===== src/rtl/disp_upsample_2d_pkg.sv =====
// Shared types and helpers for the disparity up-sampler.
// disp_scale_sat implements the disparity rescaling used when
// DISP_UPSAMPLE_SCALE_EN is defined.
package disp_pkg;

    localparam int unsigned DISP_DATA_W = 16;

    typedef logic [DISP_DATA_W-1:0] disp_conf_t;

    // Counter width able to hold 0..n-1 (at least one bit)
    function automatic int unsigned cnt_w(input int unsigned n);
        if (n <= 1) return 1;
        return $clog2(n);
    endfunction

    // Left-shift the low 'bits' field by 'shift', saturate it to all-ones,
    // and pass every bit above the field through unchanged.
    function automatic logic [63:0] disp_scale_sat(input logic [63:0] word,
                                                   input int unsigned shift,
                                                   input int unsigned bits);
        logic [63:0] mask;
        logic [63:0] scaled;
        mask   = (64'd1 << bits) - 64'd1;
        scaled = (word & mask) << shift;
        if (scaled > mask) scaled = mask;
        return (word & ~mask) | scaled;
    endfunction

endpackage


===== src/rtl/disp_upsample_2d_line_buf.sv =====
// One-row line buffer: simple dual-port RAM, one write port and one
// registered read port (1-cycle latency), written to infer block RAM.
module upsample_line_buf
    import disp_pkg::*;
#(
    parameter int unsigned data_width = DISP_DATA_W,
    parameter int unsigned depth      = 120,
    parameter int unsigned addr_w     = cnt_w(depth)
) (
    input  logic                  clk,
    input  logic                  wr_en,
    input  logic [addr_w-1:0]     wr_addr,
    input  logic [data_width-1:0] wr_data,
    input  logic                  rd_en,
    input  logic [addr_w-1:0]     rd_addr,
    output logic [data_width-1:0] rd_data
);

    logic [data_width-1:0] mem [depth];

    // Write port
    always_ff @(posedge clk) begin
        if (wr_en) mem[wr_addr] <= wr_data;
    end

    // Registered read port; data holds until the next read
    always_ff @(posedge clk) begin
        if (rd_en) rd_data <= mem[rd_addr];
    end

endmodule


===== src/rtl/disp_upsample_2d.sv =====
// Nearest-neighbour 2D up-sampler for the decimated disparity/confidence
// stream. Each pixel is emitted dec_factor times; each row is emitted
// dec_factor times, replayed from a one-row line buffer so the input is
// consumed exactly once.
// Optional: DISP_UPSAMPLE_SCALE_EN scales the disparity field by dec_factor
// (saturating) before output and line-buffer write.
module disp_upsample_2d
    import disp_pkg::*;
#(
    parameter int unsigned data_width = DISP_DATA_W,
    parameter int unsigned dec_factor = 2,
    parameter int unsigned in_width   = 120,
    parameter int unsigned in_height  = 240,
    parameter int unsigned disp_bits  = 5
) (
    input  logic                  clk,
    input  logic                  reset,
    input  logic [data_width-1:0] in_data,
    input  logic                  in_valid,
    output logic                  in_ready,
    output logic [data_width-1:0] out_data,
    output logic                  out_valid,
    input  logic                  out_ready,
    output logic                  out_last
);

    localparam int unsigned COL_W = cnt_w(in_width);
    localparam int unsigned REP_W = cnt_w(dec_factor);
    localparam int unsigned ROW_W = cnt_w(in_height);

`ifdef DISP_UPSAMPLE_SCALE_EN
    localparam int unsigned SCALE_SHIFT = $clog2(dec_factor);
`else
    localparam int unsigned SCALE_SHIFT = 0;
`endif

    localparam logic [0:0] ST_FILL   = 1'b0;
    localparam logic [0:0] ST_REPLAY = 1'b1;

    logic [0:0]            state;
    logic [COL_W-1:0]      col;
    logic [REP_W-1:0]      hrep;
    logic [REP_W-1:0]      vrep;
    logic [ROW_W-1:0]      row;

    logic [data_width-1:0] fill_word;
    logic [data_width-1:0] lb_rd_data;
    logic [COL_W-1:0]      lb_rd_addr;
    logic                  lb_rd_en;
    logic                  advance;
    logic                  load;
    logic                  in_acc;
    logic                  hrep_end;
    logic                  col_end;
    logic                  vrep_end;
    logic                  row_end;
    logic                  last_word;

    // With SCALE_SHIFT == 0 this is an exact copy of in_data
    assign fill_word = data_width'(disp_scale_sat(64'(in_data), SCALE_SHIFT, disp_bits));

    assign hrep_end  = (hrep == REP_W'(dec_factor - 1));
    assign col_end   = (col  == COL_W'(in_width - 1));
    assign vrep_end  = (vrep == REP_W'(dec_factor - 1));
    assign row_end   = (row  == ROW_W'(in_height - 1));
    assign last_word = row_end && vrep_end && col_end && hrep_end;

    // Counters describe the next word to be loaded into the output register
    assign advance  = !out_valid || out_ready;
    assign in_ready = !reset && advance && (state == ST_FILL) && (hrep == '0);
    assign in_acc   = in_ready && in_valid;
    assign load     = !reset && advance &&
                      ((state == ST_REPLAY) || (hrep != '0) || in_valid);

    // Prefetch the next column on the last repeat so the word is waiting in
    // the RAM output register when the following new-pixel load happens.
    assign lb_rd_en   = load && hrep_end;
    assign lb_rd_addr = col_end ? '0 : col + COL_W'(1);

    upsample_line_buf #(
        .data_width (data_width),
        .depth      (in_width),
        .addr_w     (COL_W)
    ) u_line_buf (
        .clk     (clk),
        .wr_en   (in_acc),
        .wr_addr (col),
        .wr_data (fill_word),
        .rd_en   (lb_rd_en),
        .rd_addr (lb_rd_addr),
        .rd_data (lb_rd_data)
    );

    // Position counters and FILL/REPLAY state, advancing once per load
    always_ff @(posedge clk) begin
        if (reset) begin
            state <= ST_FILL;
            col   <= '0;
            hrep  <= '0;
            vrep  <= '0;
            row   <= '0;
        end else if (load) begin
            if (!hrep_end) begin
                hrep <= hrep + REP_W'(1);
            end else begin
                hrep <= '0;
                if (!col_end) begin
                    col <= col + COL_W'(1);
                end else begin
                    col <= '0;
                    if (vrep_end) begin
                        vrep  <= '0;
                        state <= ST_FILL;
                        row   <= row_end ? '0 : row + ROW_W'(1);
                    end else begin
                        vrep  <= vrep + REP_W'(1);
                        state <= ST_REPLAY;
                    end
                end
            end
        end
    end

    // Output register; repeats keep out_data and only re-assert out_valid
    always_ff @(posedge clk) begin
        if (reset) begin
            out_valid <= 1'b0;
            out_last  <= 1'b0;
            out_data  <= '0;
        end else if (load) begin
            out_valid <= 1'b1;
            out_last  <= last_word;
            if (hrep == '0) begin
                out_data <= (state == ST_FILL) ? fill_word : lb_rd_data;
            end
        end else if (out_ready) begin
            out_valid <= 1'b0;
            out_last  <= 1'b0;
        end
    end

endmodule


===== config.mk =====
export PLATFORM = sky130hd
export DESIGN_NAME = disp_upsample_2d
export DESIGN_NICKNAME = d
export VERILOG_FILES = /design/src/rtl/disp_upsample_2d_pkg.sv /design/src/rtl/disp_upsample_2d_line_buf.sv /design/src/rtl/disp_upsample_2d.sv
export SDC_FILE = /design/constraint.sdc
export NUM_CORES = 2
export LEC_CHECK = 0
export ABC_AREA = 1
export CAP_MARGIN = 20
export CORE_AREA = 2 2 440 442
export DETAILED_ROUTE_END_ITERATION = 10
export DIE_AREA = 0 0 442 444
export PLACE_DENSITY = 0.55
export SETUP_SLACK_MARGIN = 0.2
export SYNTH_ARGS = -nofsm -noshare
export SYNTH_HDL_FRONTEND = slang
export SYNTH_SLANG_ARGS = --single-unit

===== constraint.sdc =====
create_clock -name clk -period 9.3 [get_ports clk]
set_clock_uncertainty 0.1 [all_clocks]
set_input_delay 2.79 -clock clk [delete_from_list [all_inputs] [get_ports clk]]
set_output_delay 2.79 -clock clk [all_outputs]
set_load 0.02 [all_outputs]

==> metrics.txt <==
status=complete, no violations; syn_area_per_cell=10.8 µm²; Highest Clock Rate=0.130 GHz; grt ovf=0; Die H=444 µm; drt pass-1 iters=6; H-tree depth=4; Worst-path clk slew=60 ps; Post-DP HPWL=141000 µm; Die ar.=196000 µm²; fin util=48.7%; WL final=250000 µm; number of global-route vias before repair=53639; setup bufs post-CTS=0; RSZ-0062 raised after global routing=false; post_cts resized=0; CTS buffer count=206; reg2reg start=col[0]; Power Dens Cells=205 nW/µm²; Multi-input gate area=19000 µm²; MaxCap Viol Count=0; Hold Fails Final Rpt=0; HP Start=row[7]; Clock Sinks=1971; Area Overhead vs Synth=11.3%; placed insts=10052; port bufs=38; Hold-fix buffers, CTS=0; Core Region=192000 µm²; share of cells above drive strength 1=6.42%; Peak VDD IR=0.141 mV; commonest non-fill, non-tap cell in the layout=nand2_1; Fill cells=17320; mapped cell area=83900 µm²; FF+latch area=58800 µm²; vias per cell=5.38; # DRC=0; sequential area share after synthesis=70.2%; Setup CP Type=input pin to output port; Post-Layout Cell Count=10423; Leak=36.3 nW; CP required=6410 ps; die width=442 µm; Final GP Congestion=0.859; Critical Path AT=4830 ps; clock buffer depth=3; Iter 0 DRT Violations=6290; max_slew headroom=15.6%; final max-slew violation count=0; wire per inst=24.0 µm; first-pass GRT wire length=363000 µm; # setup viols final=0; CTS tree=done; crit path from=reset; crit path time final=7720 ps; Worst setup SP type=input pin; Nets=7756; row cnt=161; Initial Util=43.8%; number of synthesized register bits=1971; Setup crit end kind=output port; total negative slack=0 ps; initial antenna violation count=5; Detail Route Antenna Nets=0; YS warnings=0; Critical Path Fanout Max=25; worst skew pair latency=870 ps; routed vias=56106; Hold WC Path Type=flop to flop; Diodes inserted=0; commonest cells after routing, fill and taps aside=nand2_1, edfxtp_1, nand3_1; Mapped Nets=7770; CTS root buffer=clkbuf_16; Syn Inst Count=7748; gr usage total=25.1%; period utilisation layout=83.0%; count of different cell masters after synthesis=27; worst-margin pin slew=1270 ps; Top-Level Pins=39; pin count of the biggest net entering global routing=183
==> synth_stat cells, drive strengths merged <==
master	n	area [µm²]
nand3b	100	751
o211ai	54	405
o21ai	81	405
clkinv	5	18.8
nand3	1656	8290
xor2	1	8.76
nor4	1	6.26
clkbuf	151	567
buf	308	1580
nor3b	3	22.5
dfxtp	35	701
a21oi	35	175
edfxtp	1936	58100
ha	2	25.0
a31oi	18	113
o22ai	7	43.8
nor2	194	733
nand4	2	12.5
nor3	5	25.0
nand2	2092	7850
inv	1062	3990
==> critical path, cell delays in order <==
cell and delay [ps]:
clkdlybuf4s50_1 440, inv_1 80, buf_4 240, nand2_1 100, nor3_1 440, clkdlybuf4s50_1 720
==> power by group <==
group          switching [W]  leakage [nW]  internal, W
Combinational        0.00116          15.5     0.000341
Clock                0.00344          3.09      0.00445
Sequential        0.00000941          17.7      0.00977
Total                0.00461          36.3       0.0146
==> worst paths after layout <==
kind	endpoint	slack, ps	depth (start not counted)
hold reg to reg	row[7]	370	2
setup / recovery	in_ready	1580	6
setup reg to reg	u_line_buf.rd_data[15]	4130	12
hold / removal	row[7]	370	2
==> layer usage <==
metal	vias up	global-route usage (%)	part of all wire [%]
met3	360	3.46	7.0
met2	2184	41.6	48
met4	0	7.96	3.0
li1	25965	-	-
met5	-	0	0
met1	27597	34.3	42
==> sequential cells by signal, summed over array words and instances, names as in the netlist <==
name and count:
out_valid 1, out_data 16, u_line_buf.rd_data 16, hrep 1, u_line_buf.mem 1920, out_last 1, row 8, col 7
state 1
==> cells by family (layout without fill, tap and decap cells) <==
logic type	after synthesis	after routing	share of synthesized area, %
adders and majority gates	2	2	0.0298
and+or+nand+nor	4053	4053	21.1
DFF	1971	1971	70.2
xor gates and xnor gates	1	1	0.0104
buffers and inverters	1526	1675	7.34
AOI/OAI and AO/OA	195	195	1.36
==> layout make-up <==
cell class,count,area share (%)
clock buffers,262,5.79
clock inverters,109,1.00
inverters,1067,4.32
multi-input cells,4251,20.3
flip-flops and latches,1971,63.0
well taps,2526,3.39
repair buffers,237,2.13
==> stage by stage <==
step           hold WS [ps]  power, W  worst slack [ps]  area [µm²]
2_1_floorplan           339    0.0108              2870       83900
3_3_place_gp            362    0.0115              1560       87000
3_5_place_dp            360    0.0115              1580       87000
4_1_cts                 370    0.0193              1560       93300
5_1_grt                 394    0.0197              1500       93300
6_report                369    0.0192              1580       93300
Power figures use the tool's default switching activity.
